## src/rtl/store_narrower.sv

```systemverilog
// Store narrower: turns a 16-bit store into one or two 8-bit memory writes, flagging byte values outside signed 8-bit range.
// Optional feature macro STORE_SAT_EN: saturate out-of-range byte stores instead of truncating.
module store_narrower #(
  parameter int ADDR_W     = 8,
  parameter bit BIG_ENDIAN = 1'b0
) (
  input  logic              clk,
  input  logic              rst_n,
  input  logic              req_valid,
  output logic              req_ready,
  input  logic [ADDR_W-1:0] req_addr,
  input  logic [15:0]       req_data,
  input  logic              req_half,
  output logic              mem_valid,
  input  logic              mem_ready,
  output logic [ADDR_W-1:0] mem_addr,
  output logic [7:0]        mem_data,
  output logic              ovf,
  output logic              done,
  output logic              busy
);

  typedef enum logic [1:0] {IDLE, FIRST, SECOND} state_t;

  state_t            state, state_nxt;
  logic [ADDR_W-1:0] addr_q;
  logic [7:0]        b0_q, b1_q;
  logic              half_q, ovf_q, done_q;
  logic              accept, fin, fits8;
  logic [7:0]        byte_val;

  // A byte fits when the upper byte is a pure sign extension of the lower one.
  assign fits8 = (req_data[15:8] == {8{req_data[7]}});

`ifdef STORE_SAT_EN
  assign byte_val = fits8 ? req_data[7:0] : (req_data[15] ? 8'h80 : 8'h7F);
`else
  assign byte_val = req_data[7:0];
`endif

  always_ff @(posedge clk or negedge rst_n) begin
    if (!rst_n) state <= IDLE;
    else        state <= state_nxt;
  end

  always_comb begin
    state_nxt = state;
    req_ready = 1'b0;
    mem_valid = 1'b0;
    busy      = 1'b0;
    accept    = 1'b0;
    fin       = 1'b0;
    case (state)
      IDLE: begin
        req_ready = rst_n;
        accept    = req_valid & rst_n;
        if (accept) state_nxt = FIRST;
      end
      FIRST: begin
        mem_valid = 1'b1;
        busy      = 1'b1;
        if (mem_ready) begin
          state_nxt = half_q ? SECOND : IDLE;
          fin       = ~half_q;
        end
      end
      SECOND: begin
        mem_valid = 1'b1;
        busy      = 1'b1;
        if (mem_ready) begin
          state_nxt = IDLE;
          fin       = 1'b1;
        end
      end
      default: state_nxt = IDLE;
    endcase
  end

  // Both payload bytes are resolved at capture so the memory side is a plain mux.
  always_ff @(posedge clk or negedge rst_n) begin
    if (!rst_n) begin
      addr_q <= '0;
      b0_q   <= '0;
      b1_q   <= '0;
      half_q <= 1'b0;
      ovf_q  <= 1'b0;
      done_q <= 1'b0;
    end else begin
      ovf_q  <= accept & ~req_half & ~fits8;
      done_q <= fin;
      if (accept) begin
        addr_q <= req_addr;
        half_q <= req_half;
        if (req_half) begin
          b0_q <= BIG_ENDIAN ? req_data[15:8] : req_data[7:0];
          b1_q <= BIG_ENDIAN ? req_data[7:0]  : req_data[15:8];
        end else begin
          b0_q <= byte_val;
          b1_q <= 8'h00;
        end
      end
    end
  end

  assign mem_addr = (state == SECOND) ? addr_q + ADDR_W'(1) : addr_q;
  assign mem_data = (state == SECOND) ? b1_q : b0_q;
  assign ovf      = ovf_q;
  assign done     = done_q;

endmodule
```

## config.mk

```make
export PLATFORM = sky130hd
export DESIGN_NAME = store_narrower
export DESIGN_NICKNAME = d
export VERILOG_FILES = /design/src/rtl/store_narrower.sv
export SDC_FILE = /design/constraint.sdc
export NUM_CORES = 1
export LEC_CHECK = 0
export CAP_MARGIN = 20
export CORE_ASPECT_RATIO = 1.4
export CORE_MARGIN = 5
export CORE_UTILIZATION = 48
export CTS_CLUSTER_SIZE = 24
export DETAILED_ROUTE_END_ITERATION = 8
export GPL_ROUTABILITY_DRIVEN = 0
export PLACE_DENSITY = 0.9
export SLEW_MARGIN = 10
export SYNTH_ARGS = -nofsm -noshare
export SYNTH_HDL_FRONTEND = slang
export SYNTH_SLANG_ARGS = --single-unit
```

## constraint.sdc

```tcl
create_clock -name clk -period 3.8 [get_ports clk]
set_input_delay 0.95 -clock clk [delete_from_list [all_inputs] [get_ports clk]]
set_output_delay 0.95 -clock clk [all_outputs]
set_load 0.03 [all_outputs]
```

==> metrics.cfg <==
[worst_setup_path]
slowest_delay_ns = 0.70
critPathLaunchType = register
worst_r2r_path_depth = 4
worstReg2RegStart = state[1]
crit_path_cell_trace = inv_1 > ha_1 > nand4_1 > nor2_1 > xor2_1 > clkdlybuf4s50_1
cp-startpoint = state[0]
r2r_slack_ns = 1.79
critical_path.max_fanout = 9
worstSetupPathType = register to output port
end_kind = output port
cp_slowest_cell = clkdlybuf4s50_1
crit_end = mem_addr[5]
arrival_ns = 2.51
reg2reg_to = addr_q[0]
critPathTopFamily = buffers and inverters
required_ns = 2.85
cp.buffers_inverters = 2
path_depth = 6

[logic_synthesis]
netlist_area_um2 = 1440
yosysUniqueCellTypes = 27
synth.most_common_cell = dfrtp_1
synth-main-ff-cell = dfrtp_1
synth_edf_count = 0
synthTopCellsByCount = 29 x dfrtp_1, 26 x mux2_2, 22 x nand2_1
synthTopCellsByArea = dfrtp_1 50%, mux2_2 20%, nand2_1 5.7%, ha_1 3.5%, o21ai_0 2.8%
yosysTopAreaCell = dfrtp_1
yosys.area.top_type_share = 0.503
syn-mean-instance-area_um2 = 11.2
syn_nets = 162
ys_warn_count = 0
ys_seq_area_frac = 0.503
synth-seq-cells = 29
async_reset_ff_frac = 1.00
synthCells = 129

[timing]
setup_tns_ns = 0
min_period_ns = 3.46
skew_ns = 0.0114
setup_violations = 0
hold_violations = 0
worstMarginPinSlew_ns = 0.708
relSlewSlack = 0.527
fmax_mhz = 289
finalCritPeriodShare = 0.911
fin_hold_ws_ns = 0.485
drv_slew = 0
rsz0062_at_grt = no

[floorplan]
pin_count = 50
num_rows = 23
core_um2 = 2880
dieArea_um2 = 4220
fp.dieH_um = 74.9
dieWidth_um = 56.4
floorplan.initialDensity = 0.502

[clocking]
htreeDepth = 2
clock_path_buffers = 2
clkLatencyLatePin_ns = 0.29
path_clk_slew_ns = 0.07
post_cts_buffers = 0
cts-hold-fix-buffers = 0
numClockSinks = 29
cts_resized = 0
cts_buffers = 5
tritoncts = done
cts-root-buf = clkbuf_8

[global_routing]
grt_overflow = 0
grtUsageTotal = 0.178
grt_pass1_wl_mm = 5.61
grt_max_degree = 36
grt_pass1_vias = 1231
antenna_found_initial = 0

[finish]
area_delta_synth_final_pct = 41.2
final_core_utilization = 0.708
multi_input_area_um2 = 672
finish.net_count = 213
seq_area_um2 = 726
final_layout_size_suffix_gt1_frac = 0.199
diodes = 0
fillCellCount = 209

[route]
drtAntennaViolNets = 0
post_drt_via_cell_ratio = 5.36
route.detailed.drc = 0
met1Wirelength_mm = 1.33
drt_iter0_markers = 17
wirelength_mm = 3.47
wire_per_inst_um = 15.9
via_count = 1169
routed.top_layer = met4
first_pass_iters = 4
routed-wl-met3_um = 210
dr_wl_met2_mm = 1.85

[place]
hpwl_mm = 2.65
portBuffers = 49

[pwr]
p_per_area_nw_per_um2 = 870
vdd_drop_max_uv = 566
cellLeakagePower_nw = 0.859

[hold_path]
hold_class = register to register
hold-path-cell-count = 2

[outcome]
status = finished clean

[flow_run]
maxCapViolCount = 0

[routing by layer]
metal / vias up / GRT usage
li1: 547 / -
met5: - / 0
met4: 0 / 0.103
met1: 574 / 0.191
met3: 7 / 0.0480
met2: 41 / 0.319
[registers in the layout (all words and copies together) (netlist names)]
| name | cells |
|---|---|
| half_q | 1 |
| state | 2 |
| addr_q | 8 |
| done | 1 |
| b1_q | 8 |
| ovf | 1 |
| b0_q | 8 |
[report_power, final]
group	internal, mW	total, mW	switching (mW)
combinational	0.462	0.980	0.518
sequential	0.450	0.552	0.103
clock	0.130	0.241	0.111
[final cells by class]
| type | count | area share |
|---|---|---|
| clock buffers | 8 | 0.0393 |
| inverters | 3 | 0.00552 |
| multi-input cells | 90 | 0.330 |
| flip-flops and latches | 29 | 0.356 |
| well taps | 37 | 0.0227 |
| repair buffers | 51 | 0.247 |
[placed cells by master (no fill, tap or decap), drive strengths merged, types with 2 or more instances in the layout]
cell type and n:
nor4 2, o21ai 8, inv 3, nor2 5, mux2 26, clkbuf 8, xnor2 4, nand2 22
nand4 5, dfrtp 29, clkdlybuf4s50 48, ha 4, nand3 2, xor2 3, buf 3
[per-stage QoR]
| step | power (mW) | instances | instance area (um2) | setup WS [ns] |
|---|---|---|---|---|
| after floorplan | 1.17 | 129 | 1440 | 1.25 |
| after global placement | 1.50 | 210 | 1960 | 0.685 |
| after detailed placement | 1.54 | 210 | 1960 | 0.665 |
| after CTS | 1.79 | 218 | 2040 | 0.323 |
| after global routing | 1.87 | 218 | 2040 | 0.254 |
| final | 1.77 | 218 | 2040 | 0.337 |
[logic make-up after synthesis]
family	Yosys count	synth area share
compound gates	11	0.0416
xor+xnor	7	0.0425
fa+ha+maj	4	0.0347
buf+inv	10	0.0321
flops	29	0.503
mux	27	0.210
simple gates	41	0.137
[how the worst min path moves through the flow]
stage                          to  slack (ns)     from
after floorplan           b1_q[0]        0.44  b1_q[0]
after global placement    b1_q[0]        0.46  b1_q[0]
after detailed placement  b1_q[7]        0.47  b1_q[7]
after CTS                 b1_q[7]        0.48  b1_q[7]
after global routing      b1_q[7]        0.50  b1_q[7]
final                     b1_q[7]        0.48  b1_q[7]
[worst register-to-register path, stage by stage, from the launching register on]
cell and delay [ns]:
dfrtp_1 0.39, inv_1 0.11, ha_1 0.28, nand3_2 0.58, mux2_2 0.52
No activity file was read; power rests on OpenSTA's default activity.
